File: src/rtl/vc_input_unit.sv
`default_nettype none
// ============================================================================
// Module   : vc_input_unit
// Purpose  : Router input port with NUM_VC per-VC FIFOs, G/R/O packet state,
//            VC/switch allocation handshakes and a registered crossbar output.
// Revision : 1.0 - initial release
// ============================================================================
module vc_input_unit #(
   parameter int FLIT_SIZE  = 32,
   parameter int HEADER_LEN = 2,
   parameter int ROUTE_LEN  = 3,
   parameter int NUM_VC     = 4,
   parameter int VC_DEPTH   = 4,
   parameter int VCW        = $clog2(NUM_VC)
)(
   input  logic                      clk,
   input  logic                      rst,
   input  logic [FLIT_SIZE-1:0]      flit_in,
   input  logic                      valid_in,
   input  logic [VCW-1:0]            vc_in,
   input  logic [ROUTE_LEN-1:0]      route_in,
   output logic [NUM_VC-1:0]         va_req,
   output logic [NUM_VC*ROUTE_LEN-1:0] va_route,
   input  logic [NUM_VC-1:0]         va_grant,
   input  logic [NUM_VC*VCW-1:0]     va_ovc,
   input  logic [NUM_VC-1:0]         credit_avail,
   output logic [NUM_VC-1:0]         sa_req,
   input  logic [NUM_VC-1:0]         sa_grant,
   output logic [FLIT_SIZE-1:0]      flit_out,
   output logic                      valid_out,
   output logic [ROUTE_LEN-1:0]      out_route,
   output logic [VCW-1:0]            out_ovc,
   output logic                      credit_out,
   output logic [VCW-1:0]            credit_vc,
   output logic [NUM_VC*3-1:0]       vc_state,
   output logic [NUM_VC-1:0]         vc_full,
   output logic [1:0]                err
);

   localparam int c_PW = $clog2(VC_DEPTH);
   localparam int c_CW = c_PW + 1;
   localparam int c_DW = ROUTE_LEN + FLIT_SIZE;
   localparam logic [HEADER_LEN-1:0] c_HEAD   = HEADER_LEN'(0);
   localparam logic [HEADER_LEN-1:0] c_TAIL   = HEADER_LEN'(2);
   localparam logic [HEADER_LEN-1:0] c_SINGLE = HEADER_LEN'(3);

   typedef enum logic [2:0] {
      S_IDLE      = 3'd0,
      S_WAIT_OVC  = 3'd2,
      S_ACTIVE    = 3'd3,
      S_WAIT_CRED = 3'd4
   } state_t;

   logic [c_DW-1:0]    w_front [NUM_VC];
   logic [VCW-1:0]     w_ovc   [NUM_VC];
   logic [NUM_VC-1:0]  w_push;
   logic [NUM_VC-1:0]  w_pop;
   logic [NUM_VC-1:0]  w_perr;
   logic [NUM_VC-1:0]  w_gnt;
   logic               w_deq_vld;
   logic [VCW-1:0]     w_deq_vc;
   logic               w_multi;
   logic               w_ovf;
   logic [1:0]         r_err;

   assign w_gnt   = sa_grant & sa_req;
   assign w_multi = |(sa_grant & (sa_grant - NUM_VC'(1)));
   assign w_ovf   = valid_in & ~(|w_push);
   assign err     = r_err;

   // Descending scan so the lowest requesting index wins a multi-hot grant.
   always_comb begin
      w_deq_vld = 1'b0;
      w_deq_vc  = '0;
      for (int i = NUM_VC - 1; i >= 0; i--) begin
         if (w_gnt[i]) begin
            w_deq_vld = 1'b1;
            w_deq_vc  = VCW'(i);
         end
      end
   end

   for (genvar v = 0; v < NUM_VC; v++) begin : g_vc
      logic [c_DW-1:0]       r_mem [VC_DEPTH];
      logic [c_PW-1:0]       r_rd;
      logic [c_PW-1:0]       r_wr;
      logic [c_CW-1:0]       r_cnt;
      logic [c_CW-1:0]       w_cnt_nxt;
      logic [VCW-1:0]        r_o;
      state_t                r_g;
      logic [HEADER_LEN-1:0] w_type;
      logic                  w_empty;
      logic                  w_is_head;
      logic                  w_is_last;

      assign w_front[v]  = r_mem[r_rd];
      assign w_ovc[v]    = r_o;
      assign w_type      = r_mem[r_rd][FLIT_SIZE-1 -: HEADER_LEN];
      assign w_empty     = (r_cnt == '0);
      assign w_is_head   = (w_type == c_HEAD) || (w_type == c_SINGLE);
      assign w_is_last   = (w_type == c_TAIL) || (w_type == c_SINGLE);
      assign vc_full[v]  = (r_cnt == c_CW'(VC_DEPTH));
      assign w_pop[v]    = w_deq_vld && (w_deq_vc == VCW'(v));
      // A full VC still accepts a write when it drains in the same cycle.
      assign w_push[v]   = valid_in && (vc_in == VCW'(v)) && (!vc_full[v] || w_pop[v]);
      assign w_cnt_nxt   = r_cnt + c_CW'(w_push[v]) - c_CW'(w_pop[v]);
      assign w_perr[v]   = (r_g == S_IDLE) && !w_empty && !w_is_head;
      assign va_req[v]   = (r_g == S_WAIT_OVC);
      assign sa_req[v]   = (r_g == S_ACTIVE) && !w_empty && credit_avail[v];
      assign va_route[v*ROUTE_LEN +: ROUTE_LEN] = r_mem[r_rd][c_DW-1 -: ROUTE_LEN];
      assign vc_state[v*3 +: 3] = r_g;

      always_ff @(posedge clk) begin
         if (w_push[v]) r_mem[r_wr] <= {route_in, flit_in};
      end

      always_ff @(posedge clk or negedge rst) begin
         if (!rst) begin
            r_rd  <= '0;
            r_wr  <= '0;
            r_cnt <= '0;
            r_o   <= '1;
            r_g   <= S_IDLE;
         end else begin
            if (w_push[v]) r_wr <= r_wr + c_PW'(1);
            if (w_pop[v])  r_rd <= r_rd + c_PW'(1);
            r_cnt <= w_cnt_nxt;
            case (r_g)
               S_IDLE: begin
                  if (!w_empty && w_is_head) r_g <= S_WAIT_OVC;
               end
               S_WAIT_OVC: begin
                  if (va_grant[v]) begin
                     r_o <= va_ovc[v*VCW +: VCW];
                     r_g <= credit_avail[v] ? S_ACTIVE : S_WAIT_CRED;
                  end
               end
               S_ACTIVE: begin
                  if (w_pop[v]) begin
                     if (w_is_last) begin
                        r_o <= '1;
                        r_g <= (w_cnt_nxt != '0) ? S_WAIT_OVC : S_IDLE;
                     end
                  end else if (!credit_avail[v]) begin
                     r_g <= S_WAIT_CRED;
                  end
               end
               S_WAIT_CRED: begin
                  if (credit_avail[v]) r_g <= S_ACTIVE;
               end
               default: r_g <= S_IDLE;
            endcase
         end
      end
   end

   always_ff @(posedge clk or negedge rst) begin
      if (!rst) begin
         flit_out   <= '0;
         valid_out  <= 1'b0;
         out_route  <= '0;
         out_ovc    <= '0;
         credit_out <= 1'b0;
         credit_vc  <= '0;
         r_err      <= '0;
      end else begin
         valid_out  <= w_deq_vld;
         credit_out <= w_deq_vld;
         if (w_deq_vld) begin
            flit_out  <= w_front[w_deq_vc][FLIT_SIZE-1:0];
            out_route <= w_front[w_deq_vc][c_DW-1 -: ROUTE_LEN];
            out_ovc   <= w_ovc[w_deq_vc];
            credit_vc <= w_deq_vc;
         end
         if (w_ovf) r_err[0] <= 1'b1;
         if ((|w_perr) || w_multi) r_err[1] <= 1'b1;
      end
   end

endmodule
`default_nettype wire

File: config.mk
export PLATFORM = sky130hd
export DESIGN_NAME = vc_input_unit
export DESIGN_NICKNAME = d
export VERILOG_FILES = /design/src/rtl/vc_input_unit.sv
export SDC_FILE = /design/constraint.sdc
export NUM_CORES = 1
export LEC_CHECK = 0
export CAP_MARGIN = 0
export CORE_UTILIZATION = 60
export CTS_BUF_LIST = sky130_fd_sc_hd__clkbuf_4
export DETAILED_ROUTE_END_ITERATION = 6
export GPL_ROUTABILITY_DRIVEN = 0
export PLACE_DENSITY = 0.8
export SLEW_MARGIN = 20
export SYNTH_ARGS = -nofsm -noshare
export SYNTH_HDL_FRONTEND = slang
export SYNTH_SLANG_ARGS = --single-unit
export TNS_END_PERCENT = 50
File: constraint.sdc
create_clock -name clk -period 9.82 [get_ports clk]
set_input_delay 1.964 -clock clk [delete_from_list [all_inputs] [get_ports clk]]
set_output_delay 1.964 -clock clk [all_outputs]
set_load 0.005 [all_outputs]
==> results.ini <==
[logic_synthesis]
synth_top_area_frac = 0.651
netlist_area_um2 = 25800
yosysMostFrequentCell = edfxtp_1
ys_types = 62
synth-edff-count = 560
ys_seq_area_frac = 0.738
synth_top_area_cell = edfxtp_1
ys_ff_latch = 650
async_reset_ff_frac = 0.138
syn_area_per_cell_um2 = 18.8
synth_warnings = 0
synth_ff_type = edfxtp_1
synth.area.top_cells = edfxtp_1 (65%), mux4_2 (12%), dfrtp_1 (7.9%)
synth_common_cells = edfxtp_1 (560), mux4_2 (136), dfrtp_1 (82), nor2_1 (73), a21oi_1 (54)
postSynthCellCount = 1377
synth.net_count = 1465

[pwr]
powerDensity_nw_per_um2 = 261
irDropWorstVdd_mv = 0.145
total_power_w = 0.00779
cellLeakagePower_nw = 10.2

[clock_network]
cts_tree = built
cts.path.max_buffers = 3
clock_sink_count = 650
cts_buffers = 155
cts_setup_buffers = 0
cts_hold_buf = 0
clk_pin_slew_ns = 0.06
post_cts_resized = 0
root_buffer = clkbuf_4
htreeDepth = 4
clk_latency_ns = 0.94

[cells_and_area]
syn_to_final_growth_pct = 15.3
layout-drive-gt1-share = 0.263
nets = 1707
utilization = 0.706
fin_area_um2 = 29800

[sta]
holdWs_ns = 0.486
fin_skew_ns = 0.0578
tns_ns = 0
slew_viol_final = 0
worstMarginPinSlew_ns = 1.12
max-slew-margin-rel = 0.251
min_period_ns = 5.51
finalSetupViolations = 0
rsz0062_at_grt = no
hold_viol_final = 0
min_period_over_period = 0.561
fmax_ghz = 0.181

[die]
die_w_um = 210
row_count = 75
die_h_um = 210
die-area_um2 = 43900
num_io_pins = 139
initial_core_util = 0.612
design.core.area_um2 = 42200

[global_route]
grt.overflow.total = 0
grt_use_total = 0.280
grt_pass1_wl_um = 88500
grt_max_degree = 65
antenna_found_initial = 4
grt_pass1_vias = 15000

[worst_setup_path]
worstPathMaxFanout = 5
rr_worst_depth = 16
startpoint_type = primary input
rrSetupSlack_ns = 5.27
critPathCaptureType = primary output
crit_type = primary input to primary output
cp.required_ns = 7.86
crit_arrival_ns = 3.55

[run]
cap_violations = 0

[route]
detail_route.wl_per_cell_um = 25.8
dr.pass1.iters = 7
first_iter_violations = 1529
vias = 14300
routed_wirelength_um = 58800
antenna_left = 0
remaining_drc_errors = 0
via_per_inst = 6.28

[place]
placed_cell_area_um2 = 27800
dp_hpwl_um = 32400
io_buffers = 138

[outcome]
run_status = completed

[worst_hold_path]
hold_class = register to register
hold_depth = 2

per-stage QoR:
step / instances / worst slack [ns]
3_3_place_gp: 2001 / 3.72
6_report: 2280 / 4.31
4_1_cts: 2278 / 4.36
2_1_floorplan: 1377 / 5.11
3_5_place_dp: 2001 / 3.50
5_1_grt: 2280 / 4.23
cell type report:
class | count | area [um2]
flip-flops and latches | 650 | 19100
fillers | 2562 | 12400
clock buffers | 231 | 1730
multi-input cells | 625 | 6410
clock inverters | 46 | 251
inverters | 32 | 128
well taps | 539 | 674
repair buffers | 155 | 1510
diodes | 2 | 5.00
flip-flops by register name (all words and copies together) (netlist names):
register	flops
credit_out	1
credit_vc	2
err	2
flit_out	32
g_vc.r_cnt	12
g_vc.r_g	12
g_vc.r_mem	560
g_vc.r_o	8
g_vc.r_rd	8
g_vc.r_wr	8
out_ovc	2
out_route	3
kinds of logic after synthesis:
kind of cell | Yosys count | share of synthesized area
DFF | 650 | 0.738
adders and majority gates | 29 | 0.0151
and+or+nand+nor | 223 | 0.0460
xor gates and xnor gates | 26 | 0.00881
buffers and inverters | 102 | 0.0160
AOI/OAI and AO/OA | 194 | 0.0503
muxes | 153 | 0.126
routing by layer:
| layer | share of wire | global-route usage |
|---|---|---|
| met2 | 0.51 | 0.459 |
| met5 | 0.00022 | 0 |
| met4 | 0.025 | 0.118 |
| met3 | 0.091 | 0.0751 |
| met1 | 0.38 | 0.358 |
cell usage in the layout, fill, tap and decap left out, types with 11 or more instances in the layout:
cell             synthesis  routed
edfxtp_1               560     560
clkbuf_4                 0     231
clkdlybuf4s50_1          0     137
mux4_2                 136     136
dfrtp_1                 82      74
nor2_1                  73      73
a21oi_1                 54      54
o221ai_1                38      38
and3_1                  36      36
nand2_1                 35      35
inv_1                   31      31
a21boi_0                31      31
o21ai_0                 31      31
clkinv_1                 0      31
ha_1                    24      24
xnor2_1                 19      19
buf_4                    2      18
nand2b_1                13      13
nor3_1                  11      11
power by group:
part / internal [W] / switching [W]
combinational: 0.00103 / 0.00104
clock: 0.00113 / 0.00105
sequential: 0.00333 / 0.000216
worst max-delay path, cell delays in order:
cell and delay (ns):
clkdlybuf4s50_1 0.56, nand4b_1 0.17, nor2_1 0.29, clkdlybuf4s50_1 0.56
path summary, 6_finish.rpt:
kind	startpoint	to
max in group asynchronous	rst	g_vc[3].r_rd[0]
hold reg to reg	g_vc[3].r_o[1]	g_vc[3].r_o[1]
setup / recovery	credit_avail[3]	sa_req[3]
hold / removal	g_vc[3].r_o[1]	g_vc[3].r_o[1]
setup reg to reg	g_vc[0].r_cnt[1]	g_vc[3].r_g[1]
min in group asynchronous	rst	out_route[1]
Note: power is estimated with default switching activity, not from simulation.
